==> config.mk <==
export PLATFORM = sky130hd
export DESIGN_NAME = dla_multi_walker
export DESIGN_NICKNAME = d
export VERILOG_FILES = /design/src/rtl/dla_multi_walker.sv
export SDC_FILE = /design/constraint.sdc
export NUM_CORES = 1
export LEC_CHECK = 0
export ABC_AREA = 1
export CORE_ASPECT_RATIO = 0.5
export CORE_MARGIN = 2
export CORE_UTILIZATION = 35
export DETAILED_ROUTE_END_ITERATION = 8
export GPL_TIMING_DRIVEN = 0
export PLACE_DENSITY_LB_ADDON = 0.1
export SLEW_MARGIN = 20
export SYNTH_ARGS = -nofsm -noshare
export SYNTH_HDL_FRONTEND = slang
export SYNTH_SLANG_ARGS = --single-unit
export TNS_END_PERCENT = 10
==> constraint.sdc <==
create_clock -name clk -period 3.04 [get_ports clk]
set_clock_uncertainty 0.15 [all_clocks]
set_input_delay 0.608 -clock clk [delete_from_list [all_inputs] [get_ports clk]]
set_output_delay 0.608 -clock clk [all_outputs]
set_load 0.01 [all_outputs]
==> src/rtl/dla_multi_walker.sv <==
// Round-robin random-walk engine for DLA: several particles share one checker and one VRAM port.
// Optional build macro DLA_WALK_STATS_EN adds saturating retirement counters by cause.
module dla_multi_walker #(
    parameter int unsigned AVN_AW      = 19,
    parameter int unsigned AVN_DW      = 16,
    parameter int unsigned H_SIZE      = 10,
    parameter int unsigned V_SIZE      = 10,
    parameter int unsigned H_DISPLAY   = 640,
    parameter int unsigned NUM_WALKERS = 4,
    parameter int unsigned MAX_STEPS   = 4096,
    parameter int unsigned DIR8        = 1,
    localparam int unsigned IdW        = (NUM_WALKERS > 1) ? $clog2(NUM_WALKERS) : 1
) (
    input  logic              clk,
    input  logic              rst,
    input  logic [H_SIZE-1:0] walk_init_x_i,
    input  logic [V_SIZE-1:0] walk_init_y_i,
    input  logic              walk_start_i,
    output logic              walk_ready_o,
    output logic              walk_done_o,
    output logic              walk_valid_o,
    output logic              walk_timeout_o,
    output logic [IdW-1:0]    walk_id_o,
    output logic [AVN_AW-1:0] vram_avn_address_o,
    output logic              vram_avn_write_o,
    output logic [AVN_DW-1:0] vram_avn_writedata_o,
    input  logic              vram_avn_waitrequest_i,
    output logic [H_SIZE-1:0] check_x_o,
    output logic [V_SIZE-1:0] check_y_o,
    output logic              check_start_o,
    input  logic              check_done_i,
    input  logic              hit_boundary_i,
`ifdef DLA_WALK_STATS_EN
    output logic [15:0]       stat_stuck_o,
    output logic [15:0]       stat_boundary_o,
    output logic [15:0]       stat_timeout_o,
`endif
    input  logic              hit_neighbor_i
);
    localparam int unsigned StepW   = $clog2(MAX_STEPS + 1);
    localparam logic [15:0] LfsrTap = 16'hD008;

    typedef enum logic [4:0] {
        SIdle  = 5'b00001,
        SCheck = 5'b00010,
        SWait  = 5'b00100,
        SMove  = 5'b01000,
        SWrite = 5'b10000
    } state_e;

    state_e                  state_q, state_d;
    logic [IdW-1:0]          ptr_q, ptr_d, cur_q, cur_d, cur_next;
    logic [15:0]             lfsr_q, lfsr_d;
    logic [AVN_AW-1:0]       addr_q, addr_d;
    logic [NUM_WALKERS-1:0]  valid_q, valid_d;
    logic [H_SIZE-1:0]       x_q [NUM_WALKERS];
    logic [H_SIZE-1:0]       x_d [NUM_WALKERS];
    logic [V_SIZE-1:0]       y_q [NUM_WALKERS];
    logic [V_SIZE-1:0]       y_d [NUM_WALKERS];
    logic [StepW-1:0]        steps_q [NUM_WALKERS];
    logic [StepW-1:0]        steps_d [NUM_WALKERS];

    logic           sel_found;
    logic [IdW-1:0] sel_idx, scan_idx, free_idx;
    logic           x_inc, x_dec, y_inc, y_dec, retire;

    assign walk_ready_o         = ~&valid_q;
    assign walk_id_o            = cur_q;
    assign vram_avn_address_o   = addr_q;
    assign vram_avn_writedata_o = '1;
    assign check_x_o            = x_q[cur_q];
    assign check_y_o            = y_q[cur_q];
    assign cur_next = (cur_q == IdW'(NUM_WALKERS - 1)) ? '0 : cur_q + IdW'(1);

    // First valid slot at or after the pointer, wrapping.
    always_comb begin
        sel_found = 1'b0;
        sel_idx   = '0;
        scan_idx  = '0;
        for (int i = 0; i < NUM_WALKERS; i++) begin
            scan_idx = IdW'((32'(ptr_q) + 32'(i)) % 32'(NUM_WALKERS));
            if (!sel_found && valid_q[scan_idx]) begin
                sel_found = 1'b1;
                sel_idx   = scan_idx;
            end
        end
    end

    always_comb begin
        free_idx = '0;
        for (int i = NUM_WALKERS - 1; i >= 0; i--) begin
            if (!valid_q[i]) free_idx = IdW'(i);
        end
    end

    always_comb begin
        x_inc = 1'b0;
        x_dec = 1'b0;
        y_inc = 1'b0;
        y_dec = 1'b0;
        if (DIR8 != 0) begin
            case (lfsr_q[2:0])
                3'd0:    begin x_dec = 1'b1; y_dec = 1'b1; end
                3'd1:    y_dec = 1'b1;
                3'd2:    begin x_inc = 1'b1; y_dec = 1'b1; end
                3'd3:    x_dec = 1'b1;
                3'd4:    x_inc = 1'b1;
                3'd5:    begin x_dec = 1'b1; y_inc = 1'b1; end
                3'd6:    y_inc = 1'b1;
                default: begin x_inc = 1'b1; y_inc = 1'b1; end
            endcase
        end else begin
            case (lfsr_q[1:0])
                2'd0:    y_dec = 1'b1;
                2'd1:    x_dec = 1'b1;
                2'd2:    x_inc = 1'b1;
                default: y_inc = 1'b1;
            endcase
        end
    end

    always_comb begin
        state_d        = state_q;
        ptr_d          = ptr_q;
        cur_d          = cur_q;
        lfsr_d         = lfsr_q;
        addr_d         = addr_q;
        valid_d        = valid_q;
        x_d            = x_q;
        y_d            = y_q;
        steps_d        = steps_q;
        check_start_o  = 1'b0;
        vram_avn_write_o = 1'b0;
        walk_done_o    = 1'b0;
        walk_valid_o   = 1'b0;
        walk_timeout_o = 1'b0;
        retire         = 1'b0;
        unique case (state_q)
            SIdle: begin
                if (sel_found) begin
                    cur_d   = sel_idx;
                    state_d = SCheck;
                end
            end
            SCheck: begin
                check_start_o = 1'b1;
                addr_d  = AVN_AW'(32'(x_q[cur_q]) + 32'(y_q[cur_q]) * 32'(H_DISPLAY));
                state_d = SWait;
            end
            SWait: begin
                if (check_done_i) begin
                    if (hit_boundary_i) begin
                        retire = 1'b1;
                    end else if (hit_neighbor_i) begin
                        state_d = SWrite;
                    end else if (steps_q[cur_q] == StepW'(MAX_STEPS)) begin
                        retire         = 1'b1;
                        walk_timeout_o = 1'b1;
                    end else begin
                        state_d = SMove;
                    end
                end
            end
            SMove: begin
                if (x_inc) x_d[cur_q] = x_q[cur_q] + H_SIZE'(1);
                if (x_dec) x_d[cur_q] = x_q[cur_q] - H_SIZE'(1);
                if (y_inc) y_d[cur_q] = y_q[cur_q] + V_SIZE'(1);
                if (y_dec) y_d[cur_q] = y_q[cur_q] - V_SIZE'(1);
                steps_d[cur_q] = steps_q[cur_q] + StepW'(1);
                lfsr_d  = {lfsr_q[14:0], ^(lfsr_q & LfsrTap)};
                ptr_d   = cur_next;
                state_d = SIdle;
            end
            SWrite: begin
                vram_avn_write_o = 1'b1;
                if (!vram_avn_waitrequest_i) begin
                    retire       = 1'b1;
                    walk_valid_o = 1'b1;
                end
            end
            default: state_d = SIdle;
        endcase
        if (retire) begin
            walk_done_o    = 1'b1;
            valid_d[cur_q] = 1'b0;
            ptr_d          = cur_next;
            state_d        = SIdle;
        end
        // A free slot is never the one being retired, so both updates can land together.
        if (walk_start_i && walk_ready_o) begin
            valid_d[free_idx] = 1'b1;
            x_d[free_idx]     = walk_init_x_i;
            y_d[free_idx]     = walk_init_y_i;
            steps_d[free_idx] = '0;
        end
    end

    always_ff @(posedge clk) begin
        if (rst) begin
            state_q <= SIdle;
            ptr_q   <= '0;
            cur_q   <= '0;
            lfsr_q  <= 16'hFFFF;
            addr_q  <= '0;
            valid_q <= '0;
            for (int i = 0; i < NUM_WALKERS; i++) begin
                x_q[i]     <= '0;
                y_q[i]     <= '0;
                steps_q[i] <= '0;
            end
        end else begin
            state_q <= state_d;
            ptr_q   <= ptr_d;
            cur_q   <= cur_d;
            lfsr_q  <= lfsr_d;
            addr_q  <= addr_d;
            valid_q <= valid_d;
            x_q     <= x_d;
            y_q     <= y_d;
            steps_q <= steps_d;
        end
    end

`ifdef DLA_WALK_STATS_EN
    logic [15:0] stat_stuck_q, stat_boundary_q, stat_timeout_q;
    logic        boundary_retire;

    assign boundary_retire = walk_done_o && !walk_valid_o && !walk_timeout_o;
    assign stat_stuck_o    = stat_stuck_q;
    assign stat_boundary_o = stat_boundary_q;
    assign stat_timeout_o  = stat_timeout_q;

    always_ff @(posedge clk) begin
        if (rst) begin
            stat_stuck_q    <= '0;
            stat_boundary_q <= '0;
            stat_timeout_q  <= '0;
        end else begin
            if (walk_valid_o && stat_stuck_q != 16'hFFFF) stat_stuck_q <= stat_stuck_q + 16'd1;
            if (boundary_retire && stat_boundary_q != 16'hFFFF) begin
                stat_boundary_q <= stat_boundary_q + 16'd1;
            end
            if (walk_timeout_o && stat_timeout_q != 16'hFFFF) begin
                stat_timeout_q <= stat_timeout_q + 16'd1;
            end
        end
    end
`endif

endmodule

==> flow_summary.ini, run 1 <==
[power]
p_leak_nw = 6.55
power_switching_mw = 3.89
ir_worst_vdd_mv = 0.408
p_per_area_nw_per_um2 = 612
p_comb_share_pct = 45.8
p_clk_share_pct = 27.3
seqPwrFrac_pct = 26.9
swShare_pct = 41.4
power.internal_mw = 5.50

[routing]
post_drt_wl_per_cell_um = 20.7
antenna_left = 0
drt_iter0_drc = 1486
drt_first_pass_iters = 5
drt-total-wl_mm = 51.9
post-route-drc-count = 0
via_count = 13748
vias_per_cell = 5.49

[placed_design]
postPlaceCellArea_um2 = 13500
place_hpwl_mm = 36.7
dp.cells = 2401
io_buffers = 72
gp_congestion = 0.944

[layout]
drive_gt1_share_pct = 17.4
design_area_um2 = 15300
syn_to_final_growth_pct = 26.9
layout.nets = 2097
final_cells = 2503
final_util_pct = 44.8

[timing]
worst_pin_slew_ns = 1.01
fmax_mhz = 304
slew_violations = 0
min_period_over_period_pct = 108
final-setup-viol-count = 9
hold_viol_final = 0
period_needed_ns = 3.29
rsz0062_at_grt = yes
setup_tns_ns = -1.52
setup_slack_ns = -0.252
worst_slew_margin_rel_pct = 32.5

[grt]
antenna_found_initial = 0
use_met2_pct = 43.2
grt_max_degree = 17
grt_pass1_vias = 12274
met1_usage_pct = 41.3
met3_usage_pct = 4.71
grt_pass1_wl_mm = 76.7
grt_overflow = 0
gr-usage-all-layers_pct = 28.6
grt-busiest-layer = met2

[logic_synthesis]
ys_types = 52
yosysSeqAreaShare_pct = 29.8
synth-async-reset-ratio_pct = 0
synth_most_common_cell = nand2_1
synth-seq-cells = 180
synth_cells = 1864
yosysWarningCount = 0
synth_area_leaders = dfxtp_1 (30%), nand2_1 (13%), nand3_1 (9.6%), a21oi_1 (9.5%), o21ai_0 (5.3%)
synth_edf_count = 0
syn_avg_cell_area_um2 = 6.48
ys.flop_type = dfxtp_1
synth_commonest_cells = nand2_1 (407), nand3_1 (232), a21oi_1 (229), dfxtp_1 (180), nor2_1 (160)
synth_area_um2 = 12100
synth_top_cell_by_area = dfxtp_1
synth_top_area_share_pct = 29.8

[clock_tree]
cts-htree-levels = 4
clk_pin_slew_worst_paths_ns = 0.08
clock_sinks = 180
numCtsBuffers = 17
insertion_delay_ns = 0.46
clockBufferDepth = 2
root_buffer = clkbuf_16
cts_tree = done

[status]
violations = negative setup slack
status = finished, violations left

[critical_path]
crit_path_start_kind = register
worstPathRequired_ns = 2.28
critPathKind = register to output port
worstPathMaxFanout = 10
end_kind = output port
crit_arrival_ns = 2.53
regToRegSetupSlack_ns = -0.22

[die]
dieArea_um2 = 36100
ios = 90
fp.dieW_um = 267
start_util_pct = 35.3
fp.coreArea_um2 = 34200
die_h_um = 135
row_count = 48

[run]
maxCapViolCount = 0

[min_path]
hold_class = register to register
cell type report:
cell class | instances | area [um^2]
fillers | 3633 | 18900
multi-input cells | 1426 | 7810
flip-flops and latches | 180 | 3610
repair buffers | 144 | 1310
inverters | 177 | 714
plain buffers | 93 | 659
well taps | 450 | 563
clock buffers | 17 | 425
clock inverters | 15 | 228
diodes | 1 | 2.50
power by group through the flow:
stage | clock (mW) | sequential (mW) | combinational (mW)
global route | 2.68 | 2.53 | 4.58
finish | 2.56 | 2.52 | 4.30
detailed placement | 0 | 2.57 | 3.36
global placement | 0 | 2.57 | 3.36
floorplan | 0 | 2.56 | 2.26
CTS | 2.59 | 2.52 | 4.09
worst max-delay path, cell delays in order, from the launching register on:
cell     delay [ns]
dfxtp_4        0.39
buf_12         0.16
buf_12         0.15
a21oi_4        0.16
a32oi_4        0.07
inv_2          0.09
ha_4           0.12
inv_2          0.04
nor2_4         0.10
nand2_2        0.07
nor2_2         0.12
nand3_2        0.13
buf_6          0.15
nand2_4        0.06
nand2_4        0.07
nand2_4        0.08
buf_6          0.10
cells in the final DEF, fill, tap and decap left out, types with 16 or more instances in the layout:
master           Yosys  final
a21oi_1            229    225
buf_4               20     82
clkbuf_1            47     42
clkbuf_16            0     17
clkdlybuf4s50_1      0     56
conb_1               1     16
dfxtp_1            180    178
ha_1                29     20
inv_1              157    146
inv_2               14     17
nand2_1            407    398
nand2_2             41     36
nand2_4              6     19
nand3_1            232    227
nand3_2             16     17
nor2_1             160    147
nor2_2              16     26
o21ai_0            129    122
cells by family (layout without fill, tap and decap cells):
group / count (synthesis) / in the layout / share of synthesized area (%)
buffers and inverters: 273 / 446 / 10.3
XOR/XNOR: 29 / 29 / 2.48
AND/OR/NAND/NOR: 923 / 923 / 35.0
other: 1 / 17 / 0.0310
adder cells (fa/ha/maj): 31 / 31 / 3.34
AO/OA/AOI/OAI: 427 / 427 / 19.1
flip-flops: 180 / 180 / 29.8
worst paths after layout:
kind,start,depth (start not counted),end
max,walk_id_o[0],16,walk_done_o
min,lfsr_q[4],2,lfsr_q[5]
min reg2reg,lfsr_q[4],2,lfsr_q[5]
max reg2reg,walk_id_o[1],18,vram_avn_address_o[16]
metrics by stage:
| stage | setup slack (ns) | hold slack (ns) | power (mW) |
|---|---|---|---|
| after global placement | -0.633 | 0.289 | 5.93 |
| after floorplan | -0.00731 | 0.279 | 4.82 |
| after CTS | -0.282 | 0.312 | 9.20 |
| final | -0.252 | 0.311 | 9.39 |
| after global routing | -0.350 | 0.340 | 9.79 |
| after detailed placement | -0.585 | 0.290 | 5.93 |
metal layers:
metal	wire, um	up-vias
met3	4680	101
met1	23800	6464
met5	0	-
li1	-	6522
met4	1500	0
met2	21900	661
sequential cells by signal (all words and copies together), names as in the netlist:
name and count:
x_q 40, walk_id_o 2, vram_avn_address_o 19, steps_q 52
lfsr_q 16, y_q 40, state_q 5, valid_q 4
ptr_q 2
repair_timing:
action | CTS | global route
pin swaps | 34 | 20
hold buffers | 0 | 0
setup buffers | 59 | 17
setup endpoints to repair | 112 | 97
cloned | 1 | 0
gates resized for setup | 144 | 47
Power figures use the tool's default switching activity.
==> run 2: changes to the inputs <==
--- a/config.mk
+++ b/config.mk
@@ -13,3 +13,3 @@
 export GPL_TIMING_DRIVEN = 0
-export PLACE_DENSITY_LB_ADDON = 0.1
+export PLACE_DENSITY = 0.6
 export SLEW_MARGIN = 20
--- a/constraint.sdc
+++ b/constraint.sdc
@@ -4,2 +4,2 @@
 set_output_delay 0.608 -clock clk [all_outputs]
-set_load 0.01 [all_outputs]
+set_load 0.02 [all_outputs]
==> run 2 against run 1 <==
Compared with the run above:
- the flow still finishes with violations (negative setup slack)
- clock power down 5%
- via count down 0.83%
- global-route usage down 1.9 points
- critical endpoint unchanged
- largest power group unchanged
==> flow_summary.ini, run 2 (same netlist as run 1, synthesis figures left out) <==
[status]
status = finished, violations left
violations = negative setup slack

[layout]
top_regs = steps_q x52, x_q x40, y_q x40
final_util_pct = 44.7
multiInputGateArea_um2 = 7850
design_area_um2 = 15300
syn_to_final_growth_pct = 26.8
layout_commonest_cell = nand2_1
fill_cells = 3523
drive_gt1_share_pct = 17.3
layout_common_cells = nand2_1 (396), nand3_1 (226), a21oi_1 (223)
seq_area_um2 = 3610
largest_reg_flops = 52
top_register = steps_q
layout.nets = 2092

[critical_path]
r2r-start = walk_id_o[1]
critPathKind = register to output port
crit_slowest_cell = dfxtp_4
crit_chain = buf_6 -> inv_4 -> buf_12 -> buf_12 -> a21oi_4 -> a32oi_4 -> inv_2 -> ha_4 -> inv_2 -> nor2_4 -> nand2_1 -> nor2_1 -> nand3_2 -> nand2_2 -> nand2_4 -> nand2_4 -> buf_6
worstPathRequired_ns = 2.28
cp-startpoint = walk_id_o[1]
worstPathMaxFanout = 7
critical_path.max_stage_delay_ns = 0.35
crit_path_start_kind = register
crit_arrival_ns = 2.51
end_kind = output port

[timing]
slew_violations = 0
worst_pin_slew_ns = 0.969
min_period_over_period_pct = 108
hold_viol_final = 0
rsz0062_at_grt = yes
worst_slew_margin_rel_pct = 35.4
final-setup-viol-count = 8
period_needed_ns = 3.27
fmax_mhz = 306
setup_slack_ns = -0.232

[placed_design]
place_hpwl_mm = 34.4
postPlaceCellArea_um2 = 13500
io_buffers = 72
gp_congestion = 0.955

[routing]
vias_per_cell = 5.46
wl_met1_mm = 21.0
post_drt_wl_per_cell_um = 19.4
drt-total-wl_mm = 48.5
drt_iter0_drc = 1756
post-route-drc-count = 0
antenna_left = 0
via_count = 13634
top_layer = met4
routed-wl-met2_mm = 20.7
route.met3.wl_mm = 5.14
drt_first_pass_iters = 6

[die]
die_h_um = 135
start_util_pct = 35.3
dieArea_um2 = 36100
fp.coreArea_um2 = 34200
row_count = 48
fp.dieW_um = 267
ios = 90

[grt]
gr-usage-all-layers_pct = 26.7
grt_overflow = 0
grt_pass1_vias = 12386
antenna_found_initial = 0
grt_max_degree = 17
grt_pass1_wl_mm = 73.2

[clock_tree]
clk_pin_slew_worst_paths_ns = 0.07
numCtsBuffers = 17
clock_sinks = 180
clockBufferDepth = 2
root_buffer = clkbuf_16
cts_tree = done
insertion_delay_ns = 0.46
cts-htree-levels = 4

[power]
swShare_pct = 41.4
p_per_area_nw_per_um2 = 601
p_clk_share_pct = 26.3
power.internal_mw = 5.40
ir_worst_vdd_mv = 0.426
finalPower_mw = 9.21
p_comb_share_pct = 46.3
seqPwrFrac_pct = 27.4
power_switching_mw = 3.81
p_leak_nw = 6.56

[min_path]
hold_class = register to register
worstHoldStart = lfsr_q[10]

[run]
maxCapViolCount = 0
run 2: cell count changes in the layout (fill, tap and decap cells not counted), sizes merged:
| cell | delta |
|---|---|
| clkbuf | +9 |
| dlymetal6s2s | +1 |
| dlygate4sd2 | +7 |
| bufinv | -2 |
| buf | -7 |
| clkdlybuf4s50 | -7 |
| clkdlybuf4s15 | -1 |
| inv | -2 |
| clkinv | -3 |
run 2: worst paths after layout:
kind	to	slack, ns	cells after the start
worst max-delay path	walk_done_o	-0.23	17
worst min-delay path	lfsr_q[11]	0.30	2
worst max register to register	vram_avn_address_o[16]	-0.15	18
worst min register to register	lfsr_q[11]	0.30	2
run 2: critical path: cells and delay by family, from the launching register on:
family,cells,cell delay (ns)
adder cells (fa/ha/maj),1,0.13
buffers and inverters,7,0.67
AND/OR/NAND/NOR,7,0.70
flip-flops,1,0.35
AO/OA/AOI/OAI,2,0.21
run 2: timing repair:
action,in CTS,in global routing
pin swaps,29,20
gates resized for setup,130,59
hold buffers,0,0
setup buffers,52,16
gates cloned,1,1
endpoints found under the setup margin,85,88
run 2: cell type report:
class                   instances  share of cell area [%]
diodes                          1                  0.0163
plain buffers                  94                    4.34
clock buffers                  24                    3.28
clock inverters                 8                   0.792
inverters                     177                    4.70
multi-input cells            1426                    51.3
flip-flops and latches        180                    23.6
well taps                     450                    3.68
repair buffers                138                    8.36
run 2: layer usage:
layer  track usage (%)  vias up
met5                 0        -
met3              7.45      122
li1                  -     6510
met4              11.1        0
met2              40.3      710
met1              35.9     6292
run 2: power groups by stage:
stage               logic [mW]  clock network (mW)  registers [mW]
finish                    4.27                2.43            2.52
floorplan                 2.36                   0            2.58
global route              4.58                2.54            2.53
global placement          3.39                   0            2.57
detailed placement        3.40                   0            2.57
CTS                       4.01                2.43            2.52
run 2: stage by stage:
step	instances	setup TNS [ns]	worst slack (ns)	hold slack, ns
finish	2498	-0.987	-0.232	0.302
global route	2497	-2.51	-0.343	0.341
CTS	2484	-1.17	-0.240	0.302
detailed placement	2401	-24.79	-0.589	0.292
global placement	2401	-24.09	-0.578	0.283
floorplan	1879	-0.0590	-0.0274	0.279
==> run 3: changes to the inputs <==
PLACE_DENSITY = default   (was 0.6)
TNS_END_PERCENT = default   (was 10)
==> run 3 against run 2 <==
Compared with the run above:
- the run still ends with negative setup slack left
- combinational power barely moved
- non-clock buffer count fell by 11
- hold slack improved by 0.0026 ns
- die area did not move
- cell area fell by 1.5%
- cell count fell by 0.44%
- via count rose by 0.29%
- critical endpoint is now walk_timeout_o
- largest cell class unchanged
- largest power group unchanged
==> flow_summary.ini, run 3 (same netlist as run 1, synthesis figures left out) <==
[layout]
largest_reg_flops = 52
layout.nets = 2081
drive_gt1_share_pct = 17.2
top_regs = steps_q x52, x_q x40, y_q x40
final_util_pct = 44.1
syn_to_final_growth_pct = 24.9
top_register = steps_q
design_area_um2 = 15100
layout_common_cells = nand2_1 (393), nand3_1 (225), a21oi_1 (225)
layout_commonest_cell = nand2_1
final_cells = 2487

[die]
start_util_pct = 35.3
ios = 90
die_h_um = 135
dieArea_um2 = 36100
fp.dieW_um = 267
row_count = 48
fp.coreArea_um2 = 34200

[placed_design]
place_hpwl_mm = 35.0
postPlaceCellArea_um2 = 13500
gp_congestion = 0.995
dp.cells = 2401
io_buffers = 72

[grt]
grt_max_degree = 19
grt_overflow = 0
grt_pass1_vias = 12284
antenna_found_initial = 0
grt_pass1_wl_mm = 73.5
gr-usage-all-layers_pct = 27.1

[critical_path]
regToRegSetupSlack_ns = -0.22
worstPathRequired_ns = 2.28
crit_path_start_kind = register
regToRegEndpoint = vram_avn_address_o[18]
end_kind = output port
critPathKind = register to output port
r2r-start = walk_id_o[1]
worstPathMaxFanout = 5
crit_arrival_ns = 2.50
r2r_cells = 20

[power]
ir_worst_vdd_mv = 0.382
finalPower_mw = 9.09
p_leak_nw = 6.39
p_per_area_nw_per_um2 = 602

[routing]
antenna_left = 0
post_drt_wl_per_cell_um = 20.0
drt_iter0_drc = 1547
vias_per_cell = 5.50
post-route-drc-count = 0
via_count = 13673
drt-total-wl_mm = 49.7
drt_first_pass_iters = 6

[clock_tree]
cts_tree = done
clock_sinks = 180
insertion_delay_ns = 0.47
root_buffer = clkbuf_16
clockBufferDepth = 2
clk_pin_slew_worst_paths_ns = 0.07
cts_hold_buf = 0
numCtsBuffers = 17
cts-htree-levels = 4

[min_path]
hold_depth = 2
worst_hold_path.endpoint = lfsr_q[8]
hold_class = register to register
worstHoldStart = lfsr_q[7]

[timing]
rsz0062_at_grt = yes
worst_slew_margin_rel_pct = 31.9
slew_violations = 0
min_period_over_period_pct = 107
final-setup-viol-count = 16
period_needed_ns = 3.26
hold_viol_final = 0
setup_slack_ns = -0.219
fmax_mhz = 307
worst_pin_slew_ns = 1.02

[status]
status = finished, violations left
violations = negative setup slack

[run]
maxCapViolCount = 0
==> run 3: worst max-delay path by stage <==
stage / startpoint / end / slack (ns) / depth (start not counted)
after global routing: walk_id_o[1] / walk_timeout_o / -0.36 / 14
after CTS: walk_id_o[0] / walk_done_o / -0.29 / 16
after detailed placement: walk_id_o[1] / vram_avn_address_o[16] / -0.47 / 15
after global placement: walk_id_o[0] / walk_done_o / -0.49 / 16
final: walk_id_o[0] / walk_timeout_o / -0.22 / 13
after floorplan: walk_id_o[0] / vram_avn_address_o[17] / -0.03 / 19
==> run 3: cell type report <==
cell class,instances,area [um^2]
fill,3582,19100
multi-input combinational,1426,7830
sequential,180,3610
timing repair buffer,131,1190
inverter,177,707
buffer,90,604
tap,450,563
clock buffer,18,439
clock inverter,14,136
antenna,1,2.50
==> run 3: per-stage QoR <==
| stage | TNS, ns | hold slack, ns | worst slack [ns] |
|---|---|---|---|
| after floorplan | -0.0274 | 0.279 | -0.0274 |
| after global placement | -21.30 | 0.288 | -0.492 |
| after detailed placement | -17.77 | 0.293 | -0.474 |
| after CTS | -0.878 | 0.309 | -0.286 |
| after global routing | -2.74 | 0.342 | -0.364 |
| final | -1.64 | 0.304 | -0.219 |
==> run 3: worst max-delay path: stages (launching register included) <==
cell and delay (ns):
dfxtp_4 0.39, buf_12 0.14, buf_12 0.12, a21oi_4 0.15, a32oi_4 0.08, inv_2 0.10
ha_4 0.13, inv_2 0.03, nor2_1 0.08, nand2_1 0.07, nor2_2 0.12, nand3_2 0.14
nor4_2 0.30, buf_4 0.18
==> run 3: what timing repair did <==
action / in CTS / in global routing
resized for setup: 105 / 75
endpoints found under the setup margin: 98 / 53
buffers inserted: 24 / 36
pin swaps: 11 / 27
==> run 3: layer usage <==
metal | part of all wire (%) | track usage [%] | up-vias
met4 | 3.5 | 11.1 | 0
met1 | 43 | 36.9 | 6375
met2 | 42 | 39.9 | 702
li1 | - | - | 6479
met3 | 11 | 8.38 | 117
met5 | 0 | 0 | -
==> run 3: power breakdown <==
part	switching, mW	leakage, nW	internal, mW
clock network	1.17	0.283	1.11
registers	0.0764	1.46	2.45
logic	2.75	4.64	1.53
